<file path="config.mk">
export PLATFORM = sky130hd
export DESIGN_NAME = condicionador_botoes
export DESIGN_NICKNAME = d
export VERILOG_FILES = /design/src/rtl/condicionador_botoes.sv
export SDC_FILE = /design/constraint.sdc
export NUM_CORES = 1
export LEC_CHECK = 0
export ABC_AREA = 1
export CORE_MARGIN = 4
export CORE_UTILIZATION = 55
export CTS_CLUSTER_DIAMETER = 100
export DETAILED_ROUTE_END_ITERATION = 7
export PLACE_DENSITY = 0.75
export SLEW_MARGIN = 10
export SYNTH_ARGS = -nofsm -noshare
export SYNTH_HDL_FRONTEND = slang
export SYNTH_SLANG_ARGS = --single-unit
</file>
<file path="constraint.sdc">
create_clock -name clk -period 2.9 [get_ports clk]
set_input_delay 0.29 -clock clk [delete_from_list [all_inputs] [get_ports clk]]
set_output_delay 0.29 -clock clk [all_outputs]
set_load 0.02 [all_outputs]
</file>
<file path="src/rtl/condicionador_botoes.sv">
// Dual-button input conditioner.
// Each raw pin is polarity-normalised, synchronised and debounced; the
// debounced levels are then classified into short press, long press and
// two-button combo gestures, each reported as a registered one-cycle pulse.
module condicionador_botoes #(
    parameter int DEBOUNCE_CYCLES = 250000,
    parameter int LONG_CYCLES     = 25000000,
    parameter bit ACTIVE_LOW      = 1'b1
) (
    input  logic clk,
    input  logic rst,
    input  logic b1_raw,
    input  logic b2_raw,
    output logic b1_level,
    output logic b2_level,
    output logic b1_press,
    output logic b2_press,
    output logic b1_long,
    output logic b2_long,
    output logic combo
);

    localparam int DW = $clog2(DEBOUNCE_CYCLES);
    localparam int HW = $clog2(LONG_CYCLES + 1);
    localparam logic [DW-1:0] DEB_LAST = DW'(DEBOUNCE_CYCLES - 1);
    localparam logic [HW-1:0] HOLD_MAX = HW'(LONG_CYCLES);

    typedef enum logic [1:0] {
        B_IDLE,
        B_DOWN,
        B_LONG,
        B_CONSUMED
    } btn_state_t;

    // Index 0 is button 1, index 1 is button 2 throughout.
    logic [1:0]    pin_pressed;
    logic [1:0]    sync_a;
    logic [1:0]    sync_b;
    logic [1:0]    level;
    logic [1:0]    level_d;
    logic [1:0]    rise;
    logic [1:0]    fall;
    logic [DW-1:0] deb_cnt [2];
    logic [HW-1:0] hold_cnt [2];
    btn_state_t    state [2];
    btn_state_t    state_next [2];
    logic [1:0]    down;
    logic [1:0]    press_next;
    logic [1:0]    long_next;
    logic          combo_next;
    logic [1:0]    press_q;
    logic [1:0]    long_q;
    logic          combo_q;

    // From here on a 1 always means "pressed", whatever the board wiring.
    assign pin_pressed = ACTIVE_LOW ? ~{b2_raw, b1_raw} : {b2_raw, b1_raw};

    // Two-flop synchroniser; reset loads the not-pressed level.
    always_ff @(posedge clk or posedge rst) begin
        if (rst) begin
            sync_a <= '0;
            sync_b <= '0;
        end else begin
            // NOTE: non-blocking assignments make sync_b take the previous
            // sync_a, so these really are two flops in series.
            sync_a <= pin_pressed;
            sync_b <= sync_a;
        end
    end

    // Debounce: accept a new level only after it has differed for DEBOUNCE_CYCLES cycles.
    always_ff @(posedge clk or posedge rst) begin
        if (rst) begin
            level   <= '0;
            level_d <= '0;
            for (int i = 0; i < 2; i++) begin
                deb_cnt[i] <= '0;
            end
        end else begin
            level_d <= level;
            for (int i = 0; i < 2; i++) begin
                if (sync_b[i] != level[i]) begin
                    if (deb_cnt[i] == DEB_LAST) begin
                        level[i]   <= ~level[i];
                        deb_cnt[i] <= '0;
                    end else begin
                        deb_cnt[i] <= deb_cnt[i] + DW'(1);
                    end
                end else begin
                    deb_cnt[i] <= '0;
                end
            end
        end
    end

    // Level edges, seen in the cycle after the debounced level changes.
    assign rise = level & ~level_d;
    assign fall = ~level & level_d;

    // Hold timer: held at zero while released, so every press starts from zero;
    // counts pressed cycles and saturates at LONG_CYCLES.
    always_ff @(posedge clk or posedge rst) begin
        if (rst) begin
            for (int i = 0; i < 2; i++) begin
                hold_cnt[i] <= '0;
            end
        end else begin
            for (int i = 0; i < 2; i++) begin
                if (!level[i]) begin
                    hold_cnt[i] <= '0;
                end else if (hold_cnt[i] != HOLD_MAX) begin
                    hold_cnt[i] <= hold_cnt[i] + HW'(1);
                end
            end
        end
    end

    // Button FSM state register.
    always_ff @(posedge clk or posedge rst) begin
        if (rst) begin
            for (int i = 0; i < 2; i++) begin
                state[i] <= B_IDLE;
            end
        end else begin
            for (int i = 0; i < 2; i++) begin
                state[i] <= state_next[i];
            end
        end
    end

    // Gesture decode: combo wins over any pending press/long of a button in B_DOWN.
    always_comb begin
        // NOTE: every signal gets a default before any condition, so no path
        // through this block can leave a latch behind.
        down       = '0;
        press_next = '0;
        long_next  = '0;
        for (int i = 0; i < 2; i++) begin
            down[i] = (state[i] == B_DOWN);
        end
        combo_next = (rise[0] && (down[1] || rise[1])) || (rise[1] && down[0]);
        for (int i = 0; i < 2; i++) begin
            long_next[i]  = down[i] && !combo_next && (hold_cnt[i] == HOLD_MAX);
            press_next[i] = down[i] && !combo_next && fall[i] && (hold_cnt[i] != HOLD_MAX);
        end
    end

    // Next-state logic; B_LONG and B_CONSUMED wait silently for their own release.
    always_comb begin
        for (int i = 0; i < 2; i++) begin
            state_next[i] = state[i];
            case (state[i])
                B_IDLE: begin
                    if (rise[i]) begin
                        state_next[i] = combo_next ? B_CONSUMED : B_DOWN;
                    end
                end
                B_DOWN: begin
                    if (combo_next) begin
                        state_next[i] = B_CONSUMED;
                    end else if (long_next[i]) begin
                        state_next[i] = B_LONG;
                    end else if (press_next[i]) begin
                        state_next[i] = B_IDLE;
                    end
                end
                B_LONG, B_CONSUMED: begin
                    if (!level[i]) begin
                        state_next[i] = B_IDLE;
                    end
                end
                default: state_next[i] = B_IDLE;
            endcase
        end
    end

    // Registered one-cycle pulses.
    always_ff @(posedge clk or posedge rst) begin
        if (rst) begin
            press_q <= '0;
            long_q  <= '0;
            combo_q <= 1'b0;
        end else begin
            press_q <= press_next;
            long_q  <= long_next;
            combo_q <= combo_next;
        end
    end

    assign b1_level = level[0];
    assign b2_level = level[1];
    assign b1_press = press_q[0];
    assign b2_press = press_q[1];
    assign b1_long  = long_q[0];
    assign b2_long  = long_q[1];
    assign combo    = combo_q;

endmodule

</file>
==> flow_summary.toml, run 1 <==
[clock_network]
cts_tree = "yes"
root_buffer = "clkbuf_8"
clock_sinks = 103
cts_made_buffers = 9
postCtsSetupBuffers = 0
htree_levels = 3
clk_pin_slew_ns = 0.10
cts_buffer_depth = 2
cts_hold_buf = 0
cts.repair.resized = 0
clk_latency_ns = 0.38

[final_layout]
fill_cells = 915
syn2layout_area_growth_pct = 8.65
layout.nets = 780
final_cells = 910
drive_above_1_share_pct = 9.43
diodes = 0

[logic_synthesis]
syn_area_per_cell_um2 = 7.68
synthDistinctLibCells = 38
async_flop_share_pct = 100
synth_top_flop_cell = "dfrtp_1"
syn-cell-area_um2 = 5770
yosys_warnings = 0
synth_top_area_share_pct = 44.6
syn_nets = 762
synth_edf_count = 0
yosys.area.top_type = "dfrtp_1"
ys_ff_latch = 103
syn_inst = 752
synthTopCellsByCount = "nand2_1, nor2_1, dfrtp_1, inv_1, nand3_1"
synth_seq_area_share_pct = 44.6
synth_most_common_cell = "nand2_1"
synth.area.top_cells = "dfrtp_1, nand2_1, nor2_1, inv_1, xor2_1"

[setup_path]
worstPathMaxFanout = 22
end_kind = "output port"
cp_slowest_cell = "dfrtp_1"
critPathMaxStageDelay_ns = 0.79
path_class = "flip-flop to output port"
start_kind = "flip-flop"
critical_path_buf_inv_count = 1
arrival_ns = 1.90
rr_worst_depth = 5
rrSetupSlack_ns = 1.06
endpoint = "b1_level"
cp.required_ns = 2.61
crit_family = "flip-flops"
reg2reg_from = "level[1]"
cp_num_cells = 1
crit_start = "level[0]"
crit_chain = "clkdlybuf4s50_1"
r2r_end = "state[0]"

[sta]
worst_pin_slew_ns = 0.681
fin_worst_skew_ns = 0.0132
hold_viol = 0
fin_crit_sh_pct = 75.6
min_period_ns = 2.19
setup_violations = 0
tns_ns = 0
max_freq_ghz = 0.456
slew_violations = 0
rsz0062_at_grt = "false"
max_slew_margin_pct = 54.6

[global_routing]
antenna_found_initial = 0
grt_util_all_layers_pct = 20.2
grt_pass1_wl_um = 20700
grt_pass1_vias = 4501
grt_overflow_total = 0
grt_max_degree = 64

[placement]
dpl.cell_count = 895
port_buffers = 10
finalWeightedCongestion = 0.921
dp_hpwl_um = 8510

[worst_hold_path]
min_path_type = "input port to asynchronous set/reset pin"

[pwr]
seq_power_share_pct = 58.1
totalPowerFinal_mw = 2.50
cellPowerDensity_nw_per_um2 = 399
netSwitchingPower_mw = 0.553
switching_share_pct = 22.1
internal_power_mw = 1.95
vdd_drop_max_mv = 0.341
p_comb_share_pct = 2.5
p_leak_nw = 2.64
p_clk_share_pct = 39.4

[floorplanning]
die_h_um = 110
dieWidth_um = 110
initial_core_util_pct = 56.2
die_area_um2 = 12200
placementRows = 37
core_area_um2 = 10300
pin_count = 11

[detailed_routing]
wl_met3_um = 630
drt-met1-wl_um = 5400
met2WireLength_um = 5450
wl_um = 11700
drtIter0Drc = 304
ant_nets = 0
first_pass_iters = 5
dr.max_layer_used = "met4"
drc_errors = 0
num_vias = 4849
wl_per_cell_um = 12.8
vias_per_cell = 5.33

[outcome]
status = "completed"

[flow_run]
cap_viol_max_count = 0
## how the worst min path moves through the flow
stage,to,start
final,deb_cnt[8],rst
after global routing,deb_cnt[8],rst
after CTS,deb_cnt[8],rst
after detailed placement,sync_b[1],sync_a[1]
after global placement,sync_b[1],sync_a[1]
after floorplan,sync_b[0],sync_a[0]
## state kept, by name (all words and copies together) (netlist names)
name and flops:
level 2, combo 1, state 4, press_q 2
deb_cnt 36, level_d 2, sync_b 2, sync_a 2
hold_cnt 50, long_q 2
## metal layers
layer,global-route usage [%],up-vias
met4,7.14,0
met3,4.11,19
met1,28.5,2267
li1,-,2430
met5,0,-
met2,30.9,133
## layout make-up
cell class	count	area, um^2	area share [%]
clock buffer	9	124	1.97
clock inverter	6	93.8	1.50
inverter	108	409	6.52
timing repair buffer	12	128	2.03
tap	136	170	2.71
sequential	103	2580	41.1
multi-input combinational	536	2770	44.2
## cell usage in the layout, fill, tap and decap left out, drive strengths merged
cell / instances
bufinv: 2
clkinvlp: 2
nor3: 39
and3: 3
xnor2: 6
nand2: 173
a21o: 2
o21ai: 27
clkinv: 3
a21oi: 34
o21a: 3
clkbuf: 9
nand3: 44
buf: 2
dfrtp: 103
a31oi: 2
o21bai: 1
ha: 6
nand3b: 1
o221ai: 1
inv: 107
nand4: 20
clkdlybuf4s50: 10
nor3b: 5
a41oi: 1
nor2: 142
xor2: 24
nor4: 2
## metrics by stage
step	worst slack, ns	hold slack (ns)	utilization, %	area, um^2
after floorplan	1.38	0.331	-	5780
after global routing	0.599	0.206	61.0	6270
after global placement	1.14	0.335	58.9	6050
final	0.707	0.207	61.0	6270
after detailed placement	1.11	0.335	58.9	6050
after CTS	0.673	0.194	61.0	6270
## cell families after synthesis
group / synth area share (%)
buffers and inverters: 7.37
AOI/OAI and AO/OA: 6.72
and+or+nand+nor: 35.3
xor gates and xnor gates: 4.68
adders and majority gates: 1.30
DFF: 44.6
## power by group through the flow
| stage | Sequential, mW | Clock [mW] | Combinational (mW) |
|---|---|---|---|
| 4_1_cts | 1.45 | 1.02 | 0.0666 |
| 6_report | 1.45 | 0.985 | 0.0633 |
| 3_5_place_dp | 1.48 | 0 | 0.0663 |
| 5_1_grt | 1.46 | 1.07 | 0.0752 |
| 3_3_place_gp | 1.48 | 0 | 0.0658 |
| 2_1_floorplan | 1.48 | 0 | 0.0436 |
No activity file was read; power rests on OpenSTA's default activity.
==> run 2: changes to the inputs <==
--- a/config.mk
+++ b/config.mk
@@ -10,7 +10,7 @@
 export CORE_UTILIZATION = 55
 export CTS_CLUSTER_DIAMETER = 100
 export DETAILED_ROUTE_END_ITERATION = 7
-export PLACE_DENSITY = 0.75
+export PLACE_DENSITY = 0.72
 export SLEW_MARGIN = 10
 export SYNTH_ARGS = -nofsm -noshare
 export SYNTH_HDL_FRONTEND = slang
==> constraint.sdc (replaced) <==
create_clock -name clk -period 2.1 [get_ports clk]
set_input_delay 0.21 -clock clk [delete_from_list [all_inputs] [get_ports clk]]
set_output_delay 0.21 -clock clk [all_outputs]
set_load 0.02 [all_outputs]
==> flow_summary.toml, run 2 (synthesis gave the netlist of run 1 again) <==
[clock_network]
cts_buffer_depth = 2
cts.repair.resized = 0
cts_made_buffers = 9
clk_latency_ns = 0.39
htree_levels = 3
clk_pin_slew_ns = 0.10
cts_hold_buf = 0
postCtsSetupBuffers = 0
root_buffer = "clkbuf_8"
clock_sinks = 103
cts_tree = "yes"

[detailed_routing]
wl_per_cell_um = 13.0
ant_nets = 0
drc_errors = 0
wl_um = 11900
num_vias = 4851
first_pass_iters = 5
drtIter0Drc = 248
vias_per_cell = 5.31

[floorplanning]
die_h_um = 110
pin_count = 11
placementRows = 37
die_area_um2 = 12200
core_area_um2 = 10300
dieWidth_um = 110
initial_core_util_pct = 56.2

[sta]
setup_violations = 0
max_slew_margin_pct = 64.3
tns_ns = 0
min_period_ns = 1.96
hold_viol = 0
slew_violations = 0
max_freq_ghz = 0.509
fin_worst_skew_ns = 0.00836
worst_pin_slew_ns = 0.534
fin_crit_sh_pct = 93.5
rsz0062_at_grt = "false"

[global_routing]
grt_pass1_wl_um = 21000
antenna_found_initial = 1
grt_pass1_vias = 4590
grt_max_degree = 40
grt_overflow_total = 0
grt_util_all_layers_pct = 20.7

[final_layout]
reg_top3 = "hold_cnt (50), deb_cnt (36), state (4)"
fill_cells = 950
drive_above_1_share_pct = 9.90
layout.nets = 783
syn2layout_area_growth_pct = 9.15
diodes = 0
final_cells = 914
largest_register_ff_count = 50
mostFrequentLayoutCell = "nand2_1"
fin_area_um2 = 6300
final_cell_mix = "nand2_1, nor2_1, dfrtp_1"
regMostFlops = "hold_cnt"

[pwr]
cellPowerDensity_nw_per_um2 = 542
vdd_drop_max_mv = 0.541
p_leak_nw = 2.67

[placement]
place_area_um2 = 6090
dpl.cell_count = 898
port_buffers = 10
dp_hpwl_um = 9050
finalWeightedCongestion = 0.928

[setup_path]
cp_slowest_cell = "clkdlybuf4s50_1"
start_kind = "flip-flop"
crit_chain = "clkdlybuf4s50_1"
cp.required_ns = 1.89
rr_worst_depth = 10
cp_num_cells = 1
arrival_ns = 1.75
end_kind = "output port"
worstPathMaxFanout = 14
path_class = "flip-flop to output port"
critPathMaxStageDelay_ns = 0.70
critical_path_buf_inv_count = 1
crit_family = "buffers and inverters"

[worst_hold_path]
min_path_type = "input port to asynchronous set/reset pin"

[flow_run]
cap_viol_max_count = 0

[outcome]
status = "completed"
[run 2: cell types whose count changed in the layout (fill, tap and decap cells not counted), sizes merged]
cell | before | now
buf | 2 | 5
bufinv | 2 | 1
clkinvlp | 2 | 1
inv | 107 | 110
[run 2: area by class of cell]
type                    instances  area (um^2)  share of cell area, %
flip-flops and latches        103         2580                   40.9
repair buffers                 15          163                   2.58
inverters                     108          409                   6.49
clock buffers                   9          124                   1.97
clock inverters                 7         87.6                   1.39
well taps                     136          170                   2.70
multi-input cells             536         2770                   44.0
[run 2: routing by layer]
metal | vias to the layer above | part of all wire (%) | global-route usage, %
li1 | 2432 | - | -
met5 | - | 0.11 | 0
met4 | 2 | 1.8 | 6.16
met3 | 20 | 5.5 | 4.93
met2 | 120 | 46 | 32.4
met1 | 2277 | 47 | 28.7
[run 2: where the power goes]
part	switching [mW]	internal [mW]
clock	0.736	0.580
combinational	0.0651	0.0276
sequential	0.0132	1.99
total	0.814	2.60
[run 2: path summary, 6_finish.rpt]
| kind | from | to | slack (ns) |
|---|---|---|---|
| worst max-delay path | level[1] | b2_level | 0.14 |
| worst min-delay path | rst | deb_cnt[25] | 0.20 |
| worst max register to register | hold_cnt[0] | state[1] | 0.41 |
| worst min register to register | sync_a[0] | sync_b[0] | 0.36 |
| max in group asynchronous | rst | hold_cnt[32] | 1.33 |
| min in group clk | b2_raw | sync_a[1] | 0.31 |
[run 2: metrics by stage]
| step | worst slack, ns | util [%] | power (mW) | hold slack, ns |
|---|---|---|---|---|
| after floorplan | 0.658 | - | 2.10 | 0.269 |
| after global placement | 0.469 | 59.3 | 2.14 | 0.332 |
| after detailed placement | 0.405 | 59.3 | 2.14 | 0.339 |
| after CTS | 0.0806 | 61.3 | 3.47 | 0.195 |
| after global routing | 0.0123 | 61.3 | 3.57 | 0.219 |
| final | 0.136 | 61.3 | 3.42 | 0.196 |
==> run 3: changes to the inputs <==
--- a/config.mk
+++ b/config.mk
@@ -6,11 +6,10 @@
 export NUM_CORES = 1
 export LEC_CHECK = 0
 export ABC_AREA = 1
-export CORE_MARGIN = 4
 export CORE_UTILIZATION = 55
 export CTS_CLUSTER_DIAMETER = 100
 export DETAILED_ROUTE_END_ITERATION = 7
-export PLACE_DENSITY = 0.72
+export PLACE_DENSITY = 0.69
 export SLEW_MARGIN = 10
 export SYNTH_ARGS = -nofsm -noshare
 export SYNTH_HDL_FRONTEND = slang
==> flow_summary.toml, run 3 (synthesis gave the netlist of run 1 again) <==
[global_routing]
grt_pass1_wl_um = 21000
gr-max-usage-layer = "met2"
grt_max_degree = 46
grt_util_all_layers_pct = 23.9
grt_overflow_total = 0
gr-usage-met2_pct = 38.9
use_met3_pct = 5.33
grt_pass1_vias = 4698
antenna_found_initial = 0
gr-usage-met1_pct = 32.3

[pwr]
switching_share_pct = 24.2
cellPowerDensity_nw_per_um2 = 525
vdd_drop_max_mv = 0.366
p_leak_nw = 2.65
p_comb_share_pct = 2.8
p_clk_share_pct = 36.3
internal_power_mw = 2.50
totalPowerFinal_mw = 3.30
netSwitchingPower_mw = 0.799
seq_power_share_pct = 60.9

[sta]
setup_violations = 0
min_period_ns = 1.91
rsz0062_at_grt = "false"
fin_worst_skew_ns = 0.0111
worst_pin_slew_ns = 0.563
tns_ns = 0
fin_crit_sh_pct = 91.0
max_freq_ghz = 0.524
slew_violations = 0
hold_viol = 0
max_slew_margin_pct = 62.4

[floorplanning]
die_area_um2 = 10900
initial_core_util_pct = 56.4
core_area_um2 = 10200
placementRows = 37
die_h_um = 104
dieWidth_um = 104
pin_count = 11

[detailed_routing]
wl_per_cell_um = 13.0
ant_nets = 0
drtIter0Drc = 223
wl_um = 11900
num_vias = 4836
first_pass_iters = 4
drc_errors = 0
vias_per_cell = 5.29

[clock_network]
clk_pin_slew_ns = 0.10
cts_made_buffers = 9
postCtsSetupBuffers = 0
root_buffer = "clkbuf_8"
clock_sinks = 103
htree_levels = 3
cts_tree = "yes"
cts.repair.resized = 0
clk_latency_ns = 0.38
cts_hold_buf = 0
cts_buffer_depth = 2

[setup_path]
reg2reg_from = "hold_cnt[0]"
cp_slowest_cell = "clkdlybuf4s50_1"
path_class = "flip-flop to output port"
cp_num_cells = 1
critical_path_buf_inv_count = 1
rr_worst_depth = 11
r2r_end = "state[0]"
worstPathMaxFanout = 13
cp.required_ns = 1.89
rrSetupSlack_ns = 0.40
crit_family = "buffers and inverters"
arrival_ns = 1.70
end_kind = "output port"
crit_chain = "clkdlybuf4s50_1"
critPathMaxStageDelay_ns = 0.69
start_kind = "flip-flop"

[placement]
finalWeightedCongestion = 0.950
port_buffers = 10
dp_hpwl_um = 8990

[final_layout]
syn2layout_area_growth_pct = 8.73
layout.nets = 784
mostFrequentLayoutCell = "nand2_1"
drive_above_1_share_pct = 9.88
largest_register_ff_count = 50
reg_top3 = "hold_cnt (50), deb_cnt (36), state (4)"
final_cell_mix = "nand2_1, nor2_1, dfrtp_1"
diodes = 0
regMostFlops = "hold_cnt"

[flow_run]
cap_viol_max_count = 0

[worst_hold_path]
min_path_type = "input port to asynchronous set/reset pin"

[outcome]
status = "completed"
## run 3: stage by stage
| step | area, um^2 | cells | setup slack [ns] | utilization, % | hold WS [ns] |
|---|---|---|---|---|---|
| floorplan | 5780 | 752 | 0.658 | - | 0.269 |
| global placement | 6100 | 899 | 0.446 | 59.6 | 0.342 |
| detailed placement | 6100 | 899 | 0.396 | 59.6 | 0.335 |
| CTS | 6280 | 915 | 0.159 | 61.4 | 0.144 |
| global route | 6280 | 915 | 0.0951 | 61.4 | 0.172 |
| finish | 6280 | 915 | 0.190 | 61.4 | 0.152 |
## run 3: power groups by stage
stage                     clock, mW  sequential [mW]  combinational [mW]
final                          1.20             2.01              0.0932
after detailed placement          0             2.05              0.0980
after floorplan                   0             2.04              0.0602
after global routing           1.29             2.01               0.110
after global placement            0             2.05              0.0948
after CTS                      1.24             2.01              0.0983
## run 3: final cells by class
cell class / instances / area (um^2)
clock inverters: 5 / 38.8
clock buffers: 11 / 141
well taps: 136 / 170
multi-input cells: 536 / 2770
fillers: 962 / 3950
repair buffers: 16 / 170
inverters: 108 / 409
flip-flops and latches: 103 / 2580
## run 3: worst max-delay path by stage
| stage | startpoint | slack [ns] | end |
|---|---|---|---|
| after floorplan | rst | 0.66 | combo |
| after global placement | hold_cnt[0] | 0.45 | state[0] |
| after detailed placement | hold_cnt[0] | 0.40 | state[1] |
| after CTS | level[0] | 0.16 | b1_level |
| after global routing | hold_cnt[0] | 0.1 | state[1] |
| final | level[0] | 0.19 | b1_level |
## run 3: per-layer routing
layer  routed length (um)  share of wire (%)
met5                    0                  0
met4                  104               0.88
met2                 5620                 47
met3                  474                4.0
met1                 5660                 48
